$ cat config.mk
export PLATFORM = sky130hd
export DESIGN_NAME = rx_lane_deskew_flat
export DESIGN_NICKNAME = d
export VERILOG_FILES = /design/src/rtl/rx_lane_deskew_if.sv /design/src/rtl/rx_lane_deskew.sv /design/src/flat_wrapper.sv
export SDC_FILE = /design/constraint.sdc
export NUM_CORES = 2
export LEC_CHECK = 0
export CORE_ASPECT_RATIO = 2
export CORE_MARGIN = 2
export CORE_UTILIZATION = 45
export DETAILED_ROUTE_END_ITERATION = 8
export PLACE_DENSITY = 0.76
export SLEW_MARGIN = 20
export SYNTH_ARGS = -nofsm -noshare
export SYNTH_HDL_FRONTEND = slang
export SYNTH_SLANG_ARGS = --single-unit
$ cat constraint.sdc
create_clock -name clk -period 3.75 [get_ports clk]
set_input_delay 0.9375 -clock clk [delete_from_list [all_inputs] [get_ports clk]]
set_output_delay 0.9375 -clock clk [all_outputs]
set_load 0.02 [all_outputs]
$ cat src/rtl/rx_lane_deskew_if.sv
// Deskew bus: per-lane descrambler symbols in, column-aligned symbols out.
// master drives descrambler*/numberOfDetectedLanes, slave drives deskew*.
//   descramblerData/K/Valid : lane i symbol at [8i+:8], K and valid at [i]
//   numberOfDetectedLanes   : active lane count, lanes 0..n-1
//   deskewData/K            : aligned symbols (inactive lanes 0)
//   deskewValid/Locked/Error: column valid, aligned state, error pulse
interface rx_lane_deskew_if #(
    parameter int LANES = 16
);
    logic [LANES*8-1:0] descramblerData;
    logic [LANES-1:0]   descramblerDataK;
    logic [LANES-1:0]   descramblerDataValid;
    logic [4:0]         numberOfDetectedLanes;
    logic [LANES*8-1:0] deskewData;
    logic [LANES-1:0]   deskewDataK;
    logic               deskewValid;
    logic               deskewLocked;
    logic               deskewError;

    modport master (
        output descramblerData,
        output descramblerDataK,
        output descramblerDataValid,
        output numberOfDetectedLanes,
        input  deskewData,
        input  deskewDataK,
        input  deskewValid,
        input  deskewLocked,
        input  deskewError
    );

    modport slave (
        input  descramblerData,
        input  descramblerDataK,
        input  descramblerDataValid,
        input  numberOfDetectedLanes,
        output deskewData,
        output deskewDataK,
        output deskewValid,
        output deskewLocked,
        output deskewError
    );
endinterface

$ cat src/rtl/rx_lane_deskew.sv
// Multi-lane 8b/10b receive deskew: measures COM skew, delays early lanes.
// Ports: clk, reset (async active-low), bus (rx_lane_deskew_if.slave).
module rx_lane_deskew #(
    parameter int         LANES      = 16,
    parameter int         MAX_SKEW   = 4,
    parameter logic [7:0] COM_SYMBOL = 8'hBC
) (
    input logic             clk,
    input logic             reset,
    rx_lane_deskew_if.slave bus
);
    localparam int CW = (MAX_SKEW > 2) ? $clog2(MAX_SKEW) : 1;
    localparam int HD = MAX_SKEW - 1;
    localparam logic [8:0]    COM  = {1'b1, COM_SYMBOL};
    localparam logic [CW-1:0] LAST = CW'(MAX_SKEW - 1);

    typedef enum logic {SEARCH, ALIGNED} state_t;

    state_t             r_state;
    logic [8:0]         r_hist [LANES][HD];
    logic [LANES-1:0]   r_seen;
    logic [CW-1:0]      r_stamp [LANES];
    logic [CW-1:0]      r_delay [LANES];
    logic [CW-1:0]      r_skewCnt;
    logic               r_win;
    logic [4:0]         r_numPrev;
    logic               r_numVld;
    logic [LANES*8-1:0] r_data;
    logic [LANES-1:0]   r_dataK;
    logic               r_valid;
    logic               r_locked;
    logic               r_error;

    logic [4:0]       w_n;
    logic [LANES-1:0] w_active;
    logic [LANES-1:0] w_com;
    logic [LANES-1:0] w_seenNext;
    logic [LANES-1:0] w_tcom;
    logic [8:0]       w_cur [LANES];
    logic [8:0]       w_tap [LANES];
    logic [CW-1:0]    w_stampNext [LANES];
    logic [CW-1:0]    w_cnt;
    logic             w_valid;
    logic             w_allSeen;
    logic             w_mismatch;
    logic             w_change;

    always_comb begin
        w_n = bus.numberOfDetectedLanes;
        if (w_n == 5'd0 || int'(w_n) > LANES) begin
            w_n = 5'(LANES);
        end
        // skew count this cycle: 0 when the cycle opens a window
        w_cnt = r_win ? r_skewCnt + 1'b1 : '0;
        for (int i = 0; i < LANES; i++) begin
            w_active[i] = (i < int'(w_n));
            w_cur[i]    = {bus.descramblerDataK[i],
                           bus.descramblerData[8*i +: 8]};
        end
        w_valid = &(bus.descramblerDataValid | ~w_active);
        for (int i = 0; i < LANES; i++) begin
            w_com[i]       = w_active[i] && w_valid && (w_cur[i] == COM);
            w_seenNext[i]  = r_seen[i] | w_com[i];
            w_stampNext[i] = (w_com[i] && !r_seen[i]) ? w_cnt : r_stamp[i];
            // tap 0 is the live input, tap k is history[k-1]
            w_tap[i] = w_cur[i];
            for (int k = 0; k < HD; k++) begin
                if (int'(r_delay[i]) == k + 1) begin
                    w_tap[i] = r_hist[i][k];
                end
            end
            w_tcom[i] = w_active[i] && (w_tap[i] == COM);
        end
        w_allSeen  = &(w_seenNext | ~w_active);
        w_mismatch = (|w_tcom) && !(&(w_tcom | ~w_active));
        w_change   = r_numVld &&
                     (bus.numberOfDetectedLanes != r_numPrev);
    end

    always_ff @(posedge clk or negedge reset) begin
        if (!reset) begin
            r_state   <= SEARCH;
            r_seen    <= '0;
            r_skewCnt <= '0;
            r_win     <= 1'b0;
            r_numPrev <= '0;
            r_numVld  <= 1'b0;
            r_data    <= '0;
            r_dataK   <= '0;
            r_valid   <= 1'b0;
            r_locked  <= 1'b0;
            r_error   <= 1'b0;
            for (int i = 0; i < LANES; i++) begin
                r_stamp[i] <= '0;
                r_delay[i] <= '0;
                for (int k = 0; k < HD; k++) begin
                    r_hist[i][k] <= '0;
                end
            end
        end else begin
            r_numVld  <= 1'b1;
            r_numPrev <= bus.numberOfDetectedLanes;
            r_valid   <= 1'b0;
            r_error   <= 1'b0;
            r_data    <= '0;
            r_dataK   <= '0;
            if (w_valid) begin
                for (int i = 0; i < LANES; i++) begin
                    r_hist[i][0] <= w_cur[i];
                    for (int k = 1; k < HD; k++) begin
                        r_hist[i][k] <= r_hist[i][k-1];
                    end
                end
            end
            // a lane-count change outranks overflow/mismatch and is silent
            if (w_change ||
                (r_state == ALIGNED && w_valid && w_mismatch)) begin
                r_error   <= !w_change;
                r_state   <= SEARCH;
                r_locked  <= 1'b0;
                r_win     <= 1'b0;
                r_seen    <= '0;
                r_skewCnt <= '0;
                for (int i = 0; i < LANES; i++) begin
                    r_stamp[i] <= '0;
                    r_delay[i] <= '0;
                    for (int k = 0; k < HD; k++) begin
                        r_hist[i][k] <= '0;
                    end
                end
            end else begin
                unique case (r_state)
                    SEARCH: begin
                        if (w_valid && (r_win || (|w_com))) begin
                            if (w_allSeen) begin
                                r_state   <= ALIGNED;
                                r_locked  <= 1'b1;
                                r_win     <= 1'b0;
                                r_seen    <= '0;
                                r_skewCnt <= '0;
                                for (int i = 0; i < LANES; i++) begin
                                    r_delay[i] <= w_active[i] ?
                                        w_cnt - w_stampNext[i] : '0;
                                end
                            end else if (w_cnt == LAST) begin
                                r_error   <= 1'b1;
                                r_win     <= 1'b0;
                                r_seen    <= '0;
                                r_skewCnt <= '0;
                            end else begin
                                r_win     <= 1'b1;
                                r_skewCnt <= w_cnt;
                                r_seen    <= w_seenNext;
                                for (int i = 0; i < LANES; i++) begin
                                    r_stamp[i] <= w_stampNext[i];
                                end
                            end
                        end
                    end
                    ALIGNED: begin
                        if (w_valid) begin
                            r_valid <= 1'b1;
                            for (int i = 0; i < LANES; i++) begin
                                if (w_active[i]) begin
                                    r_data[8*i +: 8] <= w_tap[i][7:0];
                                    r_dataK[i]       <= w_tap[i][8];
                                end
                            end
                        end
                    end
                    default: begin
                        r_state <= SEARCH;
                    end
                endcase
            end
        end
    end

    assign bus.deskewData   = r_data;
    assign bus.deskewDataK  = r_dataK;
    assign bus.deskewValid  = r_valid;
    assign bus.deskewLocked = r_locked;
    assign bus.deskewError  = r_error;
endmodule

$ cat src/flat_wrapper.sv
// flat-port wrapper written by rule: the top's interface ports become plain ports
module rx_lane_deskew_flat 
#(
    parameter int         LANES      = 16,
    parameter int         MAX_SKEW   = 4,
    parameter logic [7:0] COM_SYMBOL = 8'hBC
)
  (clk, reset, bus_descramblerData, bus_descramblerDataK, bus_descramblerDataValid, bus_numberOfDetectedLanes, bus_deskewData, bus_deskewDataK, bus_deskewValid, bus_deskewLocked, bus_deskewError);
  rx_lane_deskew_if #(.LANES(LANES)) bus_i ();
  input logic clk;
  input logic reset;
  input wire logic [$bits(bus_i.descramblerData)-1:0] bus_descramblerData;
  input wire logic [$bits(bus_i.descramblerDataK)-1:0] bus_descramblerDataK;
  input wire logic [$bits(bus_i.descramblerDataValid)-1:0] bus_descramblerDataValid;
  input wire logic [$bits(bus_i.numberOfDetectedLanes)-1:0] bus_numberOfDetectedLanes;
  output wire logic [$bits(bus_i.deskewData)-1:0] bus_deskewData;
  output wire logic [$bits(bus_i.deskewDataK)-1:0] bus_deskewDataK;
  output wire logic [$bits(bus_i.deskewValid)-1:0] bus_deskewValid;
  output wire logic [$bits(bus_i.deskewLocked)-1:0] bus_deskewLocked;
  output wire logic [$bits(bus_i.deskewError)-1:0] bus_deskewError;
  assign bus_i.descramblerData = bus_descramblerData;
  assign bus_i.descramblerDataK = bus_descramblerDataK;
  assign bus_i.descramblerDataValid = bus_descramblerDataValid;
  assign bus_i.numberOfDetectedLanes = bus_numberOfDetectedLanes;
  assign bus_deskewData = bus_i.deskewData;
  assign bus_deskewDataK = bus_i.deskewDataK;
  assign bus_deskewValid = bus_i.deskewValid;
  assign bus_deskewLocked = bus_i.deskewLocked;
  assign bus_deskewError = bus_i.deskewError;
  rx_lane_deskew #(.LANES(LANES), .MAX_SKEW(MAX_SKEW), .COM_SYMBOL(COM_SYMBOL)) u_core (.clk(clk), .reset(reset), .bus(bus_i));
endmodule
== Word-level counts from Yosys, hierarchy flattened ==
Cells that the tools add are included.
Cells by class
  add/sub/neg operators: 17
  multiply operators: 0
  divide/modulo/power cells: 0
  magnitude comparators: 17
  eq/ne operators: 85
  shift operators: 0
  mux-type cells: 162
  bitwise logic cells: 20
  reductions and logical operators: 102
Operators with widths (number)
  $mux W432: 2
  $mux W9: 48
  $mux W128: 3
  $eq A9 B9 Y1 const B: 32
  $mux W32: 9
  $mux W16: 8
  $mux W8: 16
  $mux W2: 38
  $logic_and A1 B1 Y1: 69
  $eq A2 B2 Y1 const B: 33
  $or A16 B16 Y16: 3
  $reduce_and A16 Y1: 3
  $lt A4 B5 Y1 const A: 8
  $mux W1: 37
  $eq A2 B1 Y1 const B: 16
  $reduce_or A16 Y1: 2
  $sub A2 B2 Y2: 16
  $lt A3 B5 Y1 const A: 4
  $logic_not A1 Y1: 18
  $not A16 Y16: 1
  $or A1 B1 Y1: 16
  $lt A1 B5 Y1 const A: 2
  $lt A2 B5 Y1 const A: 2
  $reduce_bool A2 Y1: 3
  11 further kinds: 14
Word-level totals
  bits in registers: 669
  latch bits: 0
  bits in writable memories: 0
  memory bits (read-only): 0
  bits of input ports: 167
  output and inout port bits: 147
  word-level logic and storage cells: 494
  memories: 0

== Depth between registers and ports, before layout ==
  depth after elaboration: 17
  depth in mapped cells: 20
  gate-level depth less buffers: 15

== Worst setup path after synthesis ==
OpenSTA, ideal clock, no wires.
  path kind: input port to flip-flop
  start: input bus_numberOfDetectedLanes[0]
  end: register u_core.r_delay[0] (netlist name)
  setup time: 0.077 ns
  data arrival time: 4.748 ns
  required time: 3.673 ns
  slack: -1.075 ns
  stages on the path: 18
  buffers on the path: 5
  cell sequence: buf_4 -> nor4_4 -> inv_1 -> ha_1 -> buf_2 -> nand2b_1 -> o21ai_0 -> a2111oi_1 -> and4_1 -> buf_4 -> buf_2 -> clkbuf_1 -> nand2_1 -> nor2_1 -> mux2_2 -> ha_1 -> or3_1 -> a21oi_1
On the way
  longest elaborated chain between the ends: 17
  elaborated cells on any way between the ends: 114
  those cells by class: add/sub (1); order compare (17); eq/ne (2); mux (7); bitwise (20); reduce/logical (67)
RTL lines
  start: declaration: line flat_wrapper.sv:15  | input wire logic [$bits(bus_i.numberOfDetectedLanes)-1:0] bus_numberOfDetectedLanes;
  $gt A5 B5 Y1 or $logic_not A5 Y1 (tied branches): line rx_lane_deskew.sv:50  | if (w_n == 5'd0 || int'(w_n) > LANES) begin
  $logic_or A1 B1 Y1: line rx_lane_deskew.sv:50
  $mux W5: line rx_lane_deskew.sv:50
  $lt A1 B5 Y1 (tied with other cells): line rx_lane_deskew.sv:56  | w_active[i] = (i < int'(w_n));
  $not A16 Y16: line rx_lane_deskew.sv:60, rx_lane_deskew.sv:74, rx_lane_deskew.sv:75
  $or A16 B16 Y16: line rx_lane_deskew.sv:60  | w_valid = &(bus.descramblerDataValid | ~w_active);
  $reduce_and A16 Y1: line rx_lane_deskew.sv:60
  $logic_and A1 B1 Y1 (2 in a row): line rx_lane_deskew.sv:62  | w_com[i] = w_active[i] && w_valid && (w_cur[i] == COM);
  $logic_and A1 B1 Y1: line rx_lane_deskew.sv:64  | w_stampNext[i] = (w_com[i] && !r_seen[i]) ? w_cnt : r_stamp[i];
  $mux W2: line rx_lane_deskew.sv:64
  $sub A2 B2 Y2: line rx_lane_deskew.sv:143  | w_cnt - w_stampNext[i] : '0;
  $mux W2: line rx_lane_deskew.sv:142  | r_delay[i] <= w_active[i] ?
  $mux W32: line rx_lane_deskew.sv:135  | if (w_allSeen) begin
  $mux W32: line rx_lane_deskew.sv:134  | if (w_valid && (r_win || (|w_com))) begin
  $mux W32: line rx_lane_deskew.sv:132  | unique case (r_state)
  $mux W32: line rx_lane_deskew.sv:116  | if (w_change ||
  end signal: indexed assignment: line rx_lane_deskew.sv:142
  end: declaration: line rx_lane_deskew.sv:23  | logic [CW-1:0] r_delay [LANES];
Several ways; a longest one is shown, not always the timed one. The select of a mux whose other input is x is not followed.
A chain may end at the register's enable or synchronous reset.

== Final worst setup path ==
  start: input bus_numberOfDetectedLanes[3]
  end: register u_core.r_delay[20] (netlist name)
The elaborated chain is that of the path after synthesis.

==> impl_results.md <==
- Via density: 5.77
- Total power draw: 14.9 mW
- Syn Nets: 3283
- Post-synth EDFFs: 0
- Area leader, netlist: dfrtp_1
- PwrDens: 355 nW/um2
- Multi-input gate area in the final layout: 14300 um2
- Critical Path Fanout Max: 7
- Top-count cell post-synth: nand2_1
- Register Area: 16700 um2
- DP Cell Count: 4510
- GPL Wtd Cong: 0.960
- Die Area: 71900 um2
- Clock period minus worst slack: 4.20 ns
- Mux cell area share after synthesis: 0.110
- Final hold slack: 0.225 ns
- Overflow after GRT: 0
- All-Layer GR Usage: 0.268
- Status: finished, violations left
- Vias in the first global route: 27157
- Most instantiated cells after synthesis: 936 x nand2_1, 669 x dfrtp_1, 475 x a21oi_1, 158 x clkbuf_1, 147 x and3_1
- Post-route clock skew: 0.0240 ns
- Worst setup SP type: input port
- Post-Synth Simple-Gate Area: 0.191
- Slew @ Worst Pin: 0.957 ns
- Nets: 3903
- Peak supply drop: 0.000347 V
- I/O Buffers: 313
- Layout cells sized above 1: 0.236
- Core footprint: 68700 um2
- Final hold vios: 0
- Worst-path clk slew: 0.07 ns
- Fmax: 0.238 GHz
- Initial Util: 0.456
- Synthesized area per cell: 10.1 um2
- CTS max path bufs: 3
- Synth Area in XOR/XNOR: 0.0106
- Fin crit share: 1.12
- Initial antenna violation count: 11
- Vias post-DR: 26913
- H-tree depth: 2
- Post-route insts no fill: 4663
- Routed Antenna Nets: 0
- Cell Area, Synth: 31300 um2
- HPWL after detailed placement: 66.6 mm
- # fillers: 5477
- Share of the synthesized area in the top cell type: 0.535
- Setup TNS: -28.13 ns
- Design area: 41900 um2
- Chip width: 191 um
- RSZ-0062 raised after global routing: yes
- Root Driver: clkbuf_16
- Iter 0 DRT Violations: 2281
- DRC viols: 0
- Largest net degree at the start of global routing: 133
- # clock sinks: 669
- Yosys warns: 0
- Failing checks: negative setup slack
- First-pass GRT wire length: 150 mm
- Final setup fails: 113
- Dpl ws: -1.82 ns
- Setup CP Type: input port to flop
- Compound-gate portion of the synthesized area: 0.111
- Hold-fix buffers, CTS: 0
- Slew headroom: 0.361
- Synth-to-Final Area Change: 33.7%
- Worst Path Arrival: 4.74 ns
- Adder-Cell Fraction of Synth Area: 0.00679
- First-pass iteration count of the detailed router: 5
- Site Rows: 136
- Hold crit path type: input port to asynchronous set/reset pin
- Post-layout util: 0.609
- Top cells by area, synth: dfrtp_1 53%, nand2_1 11%, mux4_2 10%
- Placed cell area: 38500 um2
- Synth cell types: 76
- Most common flop cell mapped by yosys: dfrtp_1
- Drt total wl: 97.7 mm
- Fraction of registers with async set/reset: 1.00
- Sequential element share of the synthesized area: 0.535
- Die Height: 377 um
- Leak Pwr: 18.1 nW
- CTS buffer count: 59
- Worst path required time: 4.29 ns
- Yosys reg bits: 669
- Worst setup EP type: flop
- CTS tree: done
- Number of placed I/O pins: 314
- Max-slew violation count: 0
- Worst setup slack after layout: -0.450 ns
- Worst skew pair latency: 0.63 ns
- WL/cell: 20.9 um
- Main combinational cell family by area after synthesis: simple AND/OR/NAND/NOR gates
- Max-Cap Viols: 0
- Syn Inst Count: 3099
-- critical path: stages --
cell and delay [ns]:
buf_8 0.11, nor4_4 0.31, inv_2 0.08, ha_4 0.30, nand2b_4 0.19, a22oi_2 0.12
a2111oi_4 0.45, and4_4 0.34, a211oi_2 0.07, or4_1 0.50, and4bb_4 0.34, buf_6 0.11
nand3_4 0.18, buf_12 0.21, or3b_1 0.36, a21oi_2 0.13
-- placed cells by master (no fill, tap or decap), drive strengths merged, types with 14 or more instances in the layout --
master | netlist | layout
nor2 | 63 | 63
or3 | 26 | 26
nand4 | 21 | 21
nor4 | 16 | 16
mux4 | 144 | 144
a21oi | 476 | 476
a211oi | 16 | 16
ha | 17 | 17
nor3 | 19 | 19
xnor2 | 24 | 24
nand2 | 936 | 936
buf | 86 | 487
o21ai | 20 | 20
and3 | 147 | 147
clkbuf | 158 | 91
inv | 22 | 23
mux2 | 15 | 15
a22o | 24 | 24
clkdlybuf4s50 | 0 | 297
xor2 | 14 | 14
dfrtp | 669 | 669
-- cells by family (layout without fill, tap and decap cells) --
| group | after synthesis | in the layout |
|---|---|---|
| and+or+nand+nor | 1328 | 1329 |
| DFF | 669 | 669 |
| adders and majority gates | 17 | 17 |
| AOI/OAI and AO/OA | 619 | 619 |
| xor gates and xnor gates | 38 | 38 |
| other | 1 | 4 |
| buffers and inverters | 266 | 929 |
| muxes | 161 | 161 |
-- per-layer routing --
layer | track usage | vias up | wire length (um)
met5 | 0 | - | 84
met4 | 0.164 | 12 | 6190
met3 | 0.0427 | 318 | 6480
met2 | 0.461 | 1112 | 49900
met1 | 0.311 | 13462 | 35000
li1 | - | 12009 | -
-- sequential cells by signal, summed over array words and instances (netlist names) --
signal and cells:
u_core.bus.deskewData 128, u_core.bus.deskewDataK 16, u_core.bus.deskewError 1, u_core.bus.deskewLocked 1
u_core.bus.deskewValid 1, u_core.r_delay 32, u_core.r_hist 432, u_core.r_numPrev 5
u_core.r_numVld 1, u_core.r_seen 16, u_core.r_skewCnt 2, u_core.r_stamp 32
u_core.r_state 1, u_core.r_win 1
-- final timing paths --
path | depth (start not counted) | to | startpoint | slack (ns)
worst max-delay path | 16 | u_core.r_delay[20] | bus_numberOfDetectedLanes[3] | -0.45
worst min-delay path | 1 | u_core.r_stamp[17] | reset | 0.22
worst max register to register | 13 | u_core.r_stamp[27] | u_core.r_delay[28] | 0.14
worst min register to register | 1 | u_core.bus.deskewError | u_core.r_numVld | 0.49
max in group asynchronous | 2 | u_core.r_hist[160] | reset | 2.44
min in group clk | 1 | u_core.bus.deskewError | u_core.r_numVld | 0.49
-- layout make-up --
cell class,count,area share
sequential,669,0.400
multi-input combinational,2165,0.341
timing repair buffer,802,0.183
clock buffer,85,0.0408
tap,897,0.0268
clock inverter,20,0.00633
inverter,22,0.00197
antenna,3,0.000179
-- repair_timing --
| item | in CTS | in global routing |
|---|---|---|
| setup buffers | 23 | 16 |
| gates resized for setup | 92 | 113 |
| pin swaps | 33 | 54 |
| endpoints found under the setup margin | 663 | 648 |
| cloned | 9 | 5 |
-- report_power, final --
group / total (mW) / switching, mW / internal, mW
logic: 1.32 / 0.722 / 0.601
clock network: 6.31 / 2.75 / 3.56
registers: 7.23 / 0.00635 / 7.22
(Power assumes the default switching activity.)
